<file path="src/rtl/ex_adder_arb_pkg.sv">
// rtl/ex_adder_arb_pkg.sv - shared constants, types and helpers for ex_adder_arb (EX_ADDER_ARB_OVF_EN adds rsp_t.ovf)
package ex_adder_arb_pkg;

  localparam int DEF_NUM_REQ = 2;
  localparam int DEF_DATA_W  = 32;
  localparam int MAX_ID_W    = 3;

  typedef enum logic {
    BUF_EMPTY = 1'b0,
    BUF_FULL  = 1'b1
  } buf_state_t;

  function automatic int id_w(input int num_req);
    return (num_req <= 2) ? 1 : $clog2(num_req);
  endfunction

  // Fields sized for the widest supported configuration; narrower builds use the low bits
  typedef struct packed {
    logic [DEF_DATA_W-1:0] data;
    logic [MAX_ID_W-1:0]   id;
`ifdef EX_ADDER_ARB_OVF_EN
    logic                  ovf;
`endif
  } rsp_t;

endpackage

</file>
<file path="src/rtl/ex_adder_arb_if.sv">
// rtl/ex_adder_arb_if.sv - request, shared-adder and response signals of ex_adder_arb (EX_ADDER_ARB_OVF_EN adds rsp_ovf)
interface ex_adder_arb_if #(
  parameter int NUM_REQ = ex_adder_arb_pkg::DEF_NUM_REQ,
  parameter int DATA_W  = ex_adder_arb_pkg::DEF_DATA_W,
  parameter int ID_W    = ex_adder_arb_pkg::id_w(NUM_REQ)
);

  logic [NUM_REQ-1:0]        req_valid;
  logic [NUM_REQ-1:0]        req_ready;
  logic [NUM_REQ*DATA_W-1:0] req_a;
  logic [NUM_REQ*DATA_W-1:0] req_b;
  logic [DATA_W-1:0]         add_in1;
  logic [DATA_W-1:0]         add_in2;
  logic [DATA_W-1:0]         add_out;
  logic                      rsp_valid;
  logic                      rsp_ready;
  logic [DATA_W-1:0]         rsp_data;
  logic [ID_W-1:0]           rsp_id;
`ifdef EX_ADDER_ARB_OVF_EN
  logic                      rsp_ovf;
`endif

  modport master (
    output req_valid, req_a, req_b, add_out, rsp_ready,
`ifdef EX_ADDER_ARB_OVF_EN
    input  rsp_ovf,
`endif
    input  req_ready, add_in1, add_in2, rsp_valid, rsp_data, rsp_id
  );

  modport slave (
    input  req_valid, req_a, req_b, add_out, rsp_ready,
`ifdef EX_ADDER_ARB_OVF_EN
    output rsp_ovf,
`endif
    output req_ready, add_in1, add_in2, rsp_valid, rsp_data, rsp_id
  );

endinterface

</file>
<file path="src/rtl/ex_adder_arb_rr_pick.sv">
// rtl/ex_adder_arb_rr_pick.sv - round-robin picker: first asserted request at or after ptr, wrapping
module ex_adder_arb_rr_pick #(
  parameter int NUM_REQ = 2,
  parameter int ID_W    = 1
) (
  input  logic [NUM_REQ-1:0] req,
  input  logic [ID_W-1:0]    ptr,
  output logic [NUM_REQ-1:0] gnt,
  output logic [ID_W-1:0]    idx
);

  always_comb begin
    int   j;
    logic found;
    gnt   = '0;
    idx   = '0;
    found = 1'b0;
    j     = 0;
    for (int k = 0; k < NUM_REQ; k++) begin
      j = int'(ptr) + k;
      if (j >= NUM_REQ) begin
        j = j - NUM_REQ;
      end
      if (!found && req[ID_W'(j)]) begin
        found           = 1'b1;
        gnt[ID_W'(j)]   = 1'b1;
        idx             = ID_W'(j);
      end
    end
  end

endmodule

</file>
<file path="src/rtl/ex_adder_arb.sv">
// rtl/ex_adder_arb.sv - round-robin sharing of one EX-stage adder with a one-entry response buffer (EX_ADDER_ARB_OVF_EN adds rsp_ovf)
module ex_adder_arb
  import ex_adder_arb_pkg::*;
#(
  parameter int NUM_REQ = DEF_NUM_REQ,
  parameter int DATA_W  = DEF_DATA_W,
  parameter int ID_W    = id_w(NUM_REQ)
) (
  input logic           clk,
  input logic           rst,
  ex_adder_arb_if.slave bus
);

  buf_state_t         state_q, state_d;
  rsp_t               rsp_q, rsp_d;
  logic [ID_W-1:0]    rr_ptr, ptr_d;
  logic [NUM_REQ-1:0] req_eff;
  logic [NUM_REQ-1:0] gnt;
  logic [ID_W-1:0]    gidx;
  logic               grant;
  logic               can_accept;
  logic [DATA_W-1:0]  op_a, op_b;
  logic               unused_rsp_hi;

  assign can_accept = (state_q == BUF_EMPTY) || bus.rsp_ready;
  // A grant during reset would consume a request whose result is thrown away
  assign req_eff    = (can_accept && !rst) ? bus.req_valid : '0;

  ex_adder_arb_rr_pick #(
    .NUM_REQ(NUM_REQ),
    .ID_W   (ID_W)
  ) u_pick (
    .req(req_eff),
    .ptr(rr_ptr),
    .gnt(gnt),
    .idx(gidx)
  );

  assign grant = |gnt;
  assign op_a  = bus.req_a[int'(gidx)*DATA_W +: DATA_W];
  assign op_b  = bus.req_b[int'(gidx)*DATA_W +: DATA_W];

  assign bus.req_ready = gnt;
  assign bus.add_in1   = grant ? op_a : '0;
  assign bus.add_in2   = grant ? op_b : '0;
  assign bus.rsp_valid = (state_q == BUF_FULL);
  assign bus.rsp_data  = rsp_q.data[DATA_W-1:0];
  assign bus.rsp_id    = rsp_q.id[ID_W-1:0];
`ifdef EX_ADDER_ARB_OVF_EN
  assign bus.rsp_ovf   = rsp_q.ovf;
`endif
  assign unused_rsp_hi = ^{rsp_q.data, rsp_q.id};

  always_comb begin
    state_d = state_q;
    rsp_d   = rsp_q;
    ptr_d   = rr_ptr;
    if (grant) begin
      state_d                = BUF_FULL;
      rsp_d.data             = '0;
      rsp_d.data[DATA_W-1:0] = bus.add_out;
      rsp_d.id               = '0;
      rsp_d.id[ID_W-1:0]     = gidx;
`ifdef EX_ADDER_ARB_OVF_EN
      rsp_d.ovf = (op_a[DATA_W-1] == op_b[DATA_W-1]) &&
                  (bus.add_out[DATA_W-1] != op_a[DATA_W-1]);
`endif
      ptr_d = (gidx == ID_W'(NUM_REQ-1)) ? '0 : gidx + 1'b1;
    end else if (bus.rsp_ready) begin
      state_d = BUF_EMPTY;
    end
  end

  always_ff @(posedge clk) begin
    if (rst) begin
      state_q <= BUF_EMPTY;
      rsp_q   <= '0;
      rr_ptr  <= '0;
    end else begin
      state_q <= state_d;
      rsp_q   <= rsp_d;
      rr_ptr  <= ptr_d;
    end
  end

endmodule
</file>
<file path="src/flat_wrapper.sv">
// flat-port wrapper written by rule: the top's interface ports become plain ports
module ex_adder_arb_flat import ex_adder_arb_pkg::*;
#(
  parameter int NUM_REQ = DEF_NUM_REQ,
  parameter int DATA_W  = DEF_DATA_W,
  parameter int ID_W    = id_w(NUM_REQ)
)
  (clk, rst, bus_req_valid, bus_req_a, bus_req_b, bus_add_out, bus_rsp_ready, bus_req_ready, bus_add_in1, bus_add_in2, bus_rsp_valid, bus_rsp_data, bus_rsp_id);
  ex_adder_arb_if #(.NUM_REQ(NUM_REQ), .DATA_W(DATA_W), .ID_W(ID_W)) bus_i ();
  input logic clk;
  input logic rst;
  input wire logic [$bits(bus_i.req_valid)-1:0] bus_req_valid;
  input wire logic [$bits(bus_i.req_a)-1:0] bus_req_a;
  input wire logic [$bits(bus_i.req_b)-1:0] bus_req_b;
  input wire logic [$bits(bus_i.add_out)-1:0] bus_add_out;
  input wire logic [$bits(bus_i.rsp_ready)-1:0] bus_rsp_ready;
  output wire logic [$bits(bus_i.req_ready)-1:0] bus_req_ready;
  output wire logic [$bits(bus_i.add_in1)-1:0] bus_add_in1;
  output wire logic [$bits(bus_i.add_in2)-1:0] bus_add_in2;
  output wire logic [$bits(bus_i.rsp_valid)-1:0] bus_rsp_valid;
  output wire logic [$bits(bus_i.rsp_data)-1:0] bus_rsp_data;
  output wire logic [$bits(bus_i.rsp_id)-1:0] bus_rsp_id;
  assign bus_i.req_valid = bus_req_valid;
  assign bus_i.req_a = bus_req_a;
  assign bus_i.req_b = bus_req_b;
  assign bus_i.add_out = bus_add_out;
  assign bus_i.rsp_ready = bus_rsp_ready;
  assign bus_req_ready = bus_i.req_ready;
  assign bus_add_in1 = bus_i.add_in1;
  assign bus_add_in2 = bus_i.add_in2;
  assign bus_rsp_valid = bus_i.rsp_valid;
  assign bus_rsp_data = bus_i.rsp_data;
  assign bus_rsp_id = bus_i.rsp_id;
  ex_adder_arb #(.NUM_REQ(NUM_REQ), .DATA_W(DATA_W), .ID_W(ID_W)) u_core (.clk(clk), .rst(rst), .bus(bus_i));
endmodule
</file>
<file path="config.mk">
export PLATFORM = sky130hd
export DESIGN_NAME = ex_adder_arb_flat
export DESIGN_NICKNAME = d
export VERILOG_FILES = /design/src/rtl/ex_adder_arb_pkg.sv /design/src/rtl/ex_adder_arb_if.sv /design/src/rtl/ex_adder_arb_rr_pick.sv /design/src/rtl/ex_adder_arb.sv /design/src/flat_wrapper.sv
export SDC_FILE = /design/constraint.sdc
export NUM_CORES = 1
export LEC_CHECK = 0
export CAP_MARGIN = 20
export CORE_AREA = 2 2 101 103
export DETAILED_ROUTE_END_ITERATION = 6
export DIE_AREA = 0 0 103 105
export PLACE_DENSITY_LB_ADDON = 0.2
export SYNTH_ARGS = -nofsm -noshare
export SYNTH_HDL_FRONTEND = slang
export SYNTH_HIERARCHICAL = 1
export SYNTH_SLANG_ARGS = --single-unit
</file>
<file path="constraint.sdc">
create_clock -name clk -period 2.2 [get_ports clk]
set_input_delay 0.22 -clock clk [delete_from_list [all_inputs] [get_ports clk]]
set_output_delay 0.22 -clock clk [all_outputs]
set_load 0.01 [all_outputs]
</file>
# Yosys cells after proc, flatten, opt, wreduce, memory -nomap -nowiden
# Cells that the tools add are included.
# word_totals
ff_bits,35
in_bits,165
# op_classes
shift,2
order_cmp,6
bitwise_logic,2
addsub,4
reduce_logical,9
muxes,21
# ops
cell,count
64-bit by 7-bit indexed part select with 32-bit output,2
32-bit two-way mux,2
1-bit two-way mux,15
1-bit by 3-bit < comparator with 1-bit output (second input constant),2
1-bit logical AND,4
2-bit two-way mux,2
1-bit by 1-bit adder with 2-bit output (second input constant),1
1-bit demux with 1-bit select,2
1-bit >= comparator (second input constant),2
1-bit by 2-bit >= comparator with 1-bit output (second input constant),1
2-bit >= comparator (second input constant),1
1-bit logical NOT,2
2-bit bitwise OR,1
2-bit nonzero test,1
2-bit OR reduction,1
1-bit subtractor (second input constant),2
1-bit adder (second input constant),1
1-bit logical OR,1
1-bit inverter,1

# Longest topological paths before layout
# Gate-level depths: netlist of the first run.
# logic_depth
word_depth,12
depth_mapped,8

# By module
# The synthesis of the first run kept the hierarchy.
# modules_own_cells
module,cells_each,area_per_inst_um2,seq_area_each_um2,instances
ex_adder_arb,303,2438.6,700.7,1
ex_adder_arb_rr_pick,4,27.5,0.0,1

# Worst setup path after synthesis of the first run
# No wires, ideal clock.
# synth_path
path_type,register -> output
from,register u_core.state_q (netlist: u_core/bus.rsp_valid)
to,output port bus_add_in1[24]
required_ns,1.980
path_stages_with_launch,9
arrival_ns,1.564
setup_slack_ns,0.416
path_cell_list,dfxtp_1 -> nor2b_1 -> nor3b_1 -> and2_2 -> clkbuf_1 -> buf_4 -> buf_4 -> mux2i_1 -> nor2_1
# synth_via
elab_chain_cells,12
elab_cells_between_ends,19
# synth_rtl
element,line_no,source
start: declaration,ex_adder_arb.sv:14,"buf_state_t state_q, state_d;"
start signal: assignment,ex_adder_arb.sv:80,state_q <= state_d;
1-bit inverter (*),ex_adder_arb.sv:25,assign can_accept = (state_q == BUF_EMPTY) || bus.rsp_ready;
1-bit logical OR (*),ex_adder_arb.sv:25,
1-bit logical AND (*),ex_adder_arb.sv:27,assign req_eff = (can_accept && !rst) ? bus.req_valid : '0;
1-bit two-way mux (*),ex_adder_arb.sv:27,
net u_core.req_eff[0],ex_adder_arb.sv:17,logic [NUM_REQ-1:0] req_eff;
1-bit two-way mux (not written as such) (2 in series),ex_adder_arb_rr_pick.sv:24,if (!found && req[ID_W'(j)]) begin
1-bit two-way mux,ex_adder_arb_rr_pick.sv:24,
1-bit logical NOT,ex_adder_arb_rr_pick.sv:24,
1-bit logical AND,ex_adder_arb_rr_pick.sv:24,
1-bit two-way mux (*),ex_adder_arb_rr_pick.sv:24,
net u_core.gidx,ex_adder_arb.sv:19,logic [ID_W-1:0] gidx;
64-bit by 7-bit indexed part select with 32-bit output (*),ex_adder_arb.sv:40,assign op_a = bus.req_a[int'(gidx)*DATA_W +: DATA_W];
32-bit two-way mux (*),ex_adder_arb.sv:44,assign bus.add_in1 = grant ? op_a : '0;
end: declaration,flat_wrapper.sv:18,output wire logic [$bits(bus_i.add_in1)-1:0] bus_add_in1;
# The timed path passes the listed nets; every way through them passes the cells marked *. The select of a mux whose other input is x is not followed.

# Final worst setup path of the first run
# layout_path
from,register u_core.state_q (netlist: u_core/bus.rsp_valid)
to,output port bus_add_in1[5]
# layout_via
elab_chain_cells,12
elab_cells_between_ends,19
# layout_rtl
element,line_no
1-bit inverter (*),ex_adder_arb.sv:25
1-bit logical OR (*),ex_adder_arb.sv:25
1-bit logical AND (*),ex_adder_arb.sv:27
1-bit two-way mux (*),ex_adder_arb.sv:27
net u_core.req_eff[0],ex_adder_arb.sv:17
1-bit two-way mux (not written as such) (2 in series),ex_adder_arb_rr_pick.sv:24
1-bit two-way mux,ex_adder_arb_rr_pick.sv:24
1-bit logical NOT,ex_adder_arb_rr_pick.sv:24
1-bit logical AND,ex_adder_arb_rr_pick.sv:24
1-bit two-way mux / 2-bit two-way mux (equally long branches),ex_adder_arb_rr_pick.sv:24
64-bit by 7-bit indexed part select with 32-bit output / 2-bit OR reduction (equally long branches),"ex_adder_arb.sv:40, ex_adder_arb.sv:39"
32-bit two-way mux (*),ex_adder_arb.sv:44
# Marks and branches as above.

==> results by group, run 1 <==
Floorplanning
  • Initial cell density of the core: 0.2551
  • Core area: just under 10,000 µm²
  • I/O pin total: ~270
  • Die Footprint: between 10,000 and 15,000 µm²
  • Die width: between 100 and 150 µm
  • Total number of placement rows: 36
  • Die Y-Extent: between 100 and 150 µm

Worst setup path
  • Startpoint Class: flip-flop
  • Critical Path End Type: output pin
  • Maximum fanout along the worst path: 5
  • Worst endpoint required time: slightly below 2 ns
  • Critical Path AT: between 1.5 and 2 ns
  • Path type of the worst setup path: reg -> out

Placement
  • # placed instances: ~680
  • Cell area after placement: roughly 5200 µm²
  • Estimated wirelength of the detail-placed design: approximately 9200 µm
  • I/O Buffers: 262
  • GPL Wtd Cong: 0.9018
  • Dpl ws: -0.3581 ns

Clock tree
  • Skew-Pair Late Insertion Delay: between 0.2 and 0.3 ns
  • Clock sink count: 35
  • Number of buffers created by CTS: 5
  • H-tree lvl count: 2
  • Clock tree root driver cell: clkbuf_8
  • Clk pin slew, worst setup/hold paths: roughly 0.07 ns
  • Clock tree buffer depth: 2
  • CTS tree: built
  • Hold buffer count at CTS: 0

Power
  • Worst supply voltage drop on vdd: about 0.0004 V
  • Power Density: approximately 400 nW/µm²
  • Leakage power total: 2.086 nW
  • Switching Fraction: 0.2823
  • Net Switching: 0.6173 mW
  • Combinational share of power: 0.423
  • Part of the total power dissipated in the clock network: 0.260
  • Share of power burned in registers: 0.317
  • Total power: about 2.2 mW
  • Internal power consumption: 1.570 mW

Yosys
  • Average cell area after synthesis: 8.035 µm²
  • Total nets after synthesis: ~470
  • Combined area of all synthesized cells: about 2500 µm²
  • Yosys warnings: 6
  • Cell count after synthesis: 306

Finish
  • Fin area: roughly 5400 µm²
  • Signed area change from the synthesized netlist to the final layout: 118.6%
  • Number of fill cells: 923
  • Ant. Diodes: 0
  • Proportion of layout cells with a drive suffix above 1: 0.2077
  • Post-layout instance count excluding filler cells: approximately 710
  • Final Util: 0.5575
  • Number of nets at the end of the flow: around 740

GRT
  • Total global routing track utilization: 0.2020
  • Pin count of the biggest net entering global routing: 70
  • GR Layer Usage met2: 0.3483
  • Met3 track demand over resource in global routing: 0.09632
  • Via count of the first global-routing pass: 3,152
  • Wire length of the first global-routing pass: 17,020 µm
  • Sum of overflow across all layers after global routing: 0
  • Initial antenna violation count: 2
  • GR Util met1: 0.2211
  • Peak-usage layer in the global routing report: met2

Timing
  • Minimum setup slack in the final design: between 0.07 and 0.08 ns
  • Final worst clock skew: roughly 0.0085 ns
  • Unrepaired setup endpoints after global routing: yes
  • Max-slew violation count: 0
  • Final worst path period share: 0.9675
  • Tightest hold margin: ~0.41 ns
  • Hold Fails Final Rpt: 0
  • Number of endpoints failing setup at the final stage: 0
  • Maximum clock rate: approximately 470 MHz
  • Final critical delay including setup and external delays: roughly 2.1 ns
  • Setup Total Neg Slack: 0 ns

Routing
  • Number of remaining DRC errors: 0
  • Number of detailed-route iterations in the first pass: 4
  • DR iter-0 viols: 104
  • Total routed wirelength: roughly 12,000 µm
  • Number of routed nets with antenna violations: 0
  • Routed via count: between 3k and 4k
  • Avg Vias per Cell: about 4.6
  • WL per Instance: roughly 17 µm

Job
  • Count of max-cap constraint violations: 0

Status
  • Status: completed

Min path
  • Class of the tightest hold or removal check: in -> reg
## metal layers
layer	share of wire	wire (µm)
met2	0.49	5988
met5	0	0
met4	0.017	204
met3	0.13	1563
met1	0.36	4444
## worst max-delay path: stages, from the launching register on
cell,delay (ns)
dfxtp_2,0.32
nor2b_4,0.12
nor3b_4,0.22
buf_4,0.14
and2_4,0.18
clkbuf_16,0.16
mux2i_1,0.20
nor2_1,0.06
clkdlybuf4s15_1,0.23
## final timing paths
| kind | endpoint | cells after the start | slack [ns] | from |
|---|---|---|---|---|
| worst max-delay path | bus_add_in1[5] | 8 | 0.07 | u_core/bus.rsp_valid |
| worst min-delay path | u_core/bus.rsp_valid | 3 | 0.41 | bus_rsp_ready |
| worst min register to register | u_core/bus.rsp_data[23] | 2 | 0.55 | u_core/bus.rsp_data[23] |
| worst max register to register | u_core/bus.rsp_data[17] | 8 | 0.36 | u_core/bus.rsp_valid |
## state kept, by name, indices dropped and copies added, names as in the netlist
signal and count:
u_core/bus.rsp_data 32, u_core/rr_ptr 1, u_core/bus.rsp_id 1, u_core/bus.rsp_valid 1
## final cells by class
| class | instances | area, µm² | area share |
|---|---|---|---|
| repair buffers | 293 | 2739 | 0.5097 |
| multi-input cells | 238 | 1660 | 0.3090 |
| flip-flops and latches | 35 | 701.9 | 0.1306 |
| well taps | 133 | 166.4 | 0.03097 |
| clock buffers | 5 | 68.82 | 0.01281 |
| clock inverters | 2 | 37.54 | 0.006985 |
## cells in the final DEF, fill, tap and decap left out, types with 2 or more instances in the layout
cell type        count
or3b_1              33
buf_6                9
and2_4               2
mux2i_1             57
dlygate4sd2_1        2
clkdlybuf4s15_1      5
nor2_2               9
buf_8                2
clkbuf_8             5
dfxtp_1             34
clkdlybuf4s50_1    196
buf_4               12
a21oi_1             34
o21ai_1             17
o21ai_0             16
clkbuf_2            26
mux2i_2              6
buf_12               5
buf_2               32
nor2_1              55
## power by group through the flow
| stage | Combinational (mW) | Sequential [mW] | Clock [mW] |
|---|---|---|---|
| 4_1_cts | 0.928 | 0.694 | 0.580 |
| 2_1_floorplan | 0.308 | 0.724 | 0 |
| 5_1_grt | 0.989 | 0.699 | 0.614 |
| 6_report | 0.925 | 0.694 | 0.568 |
| 3_3_place_gp | 0.922 | 0.705 | 0 |
| 3_5_place_dp | 0.933 | 0.707 | 0 |
## repair_timing
action | CTS | global route
pin swaps | 1 | 5
buffers inserted | 9 | 7
gates resized for setup | 137 | 120
setup endpoints to repair | 64 | 64
cloned | 5 | 1
No activity file was read; power rests on OpenSTA's default activity.
==> run 2, diff against run 1 <==
- CAP_MARGIN: 20 -> 10
==> results of run 2 <==
No change in the layout: final DEF, timing and power equal those of run 1.
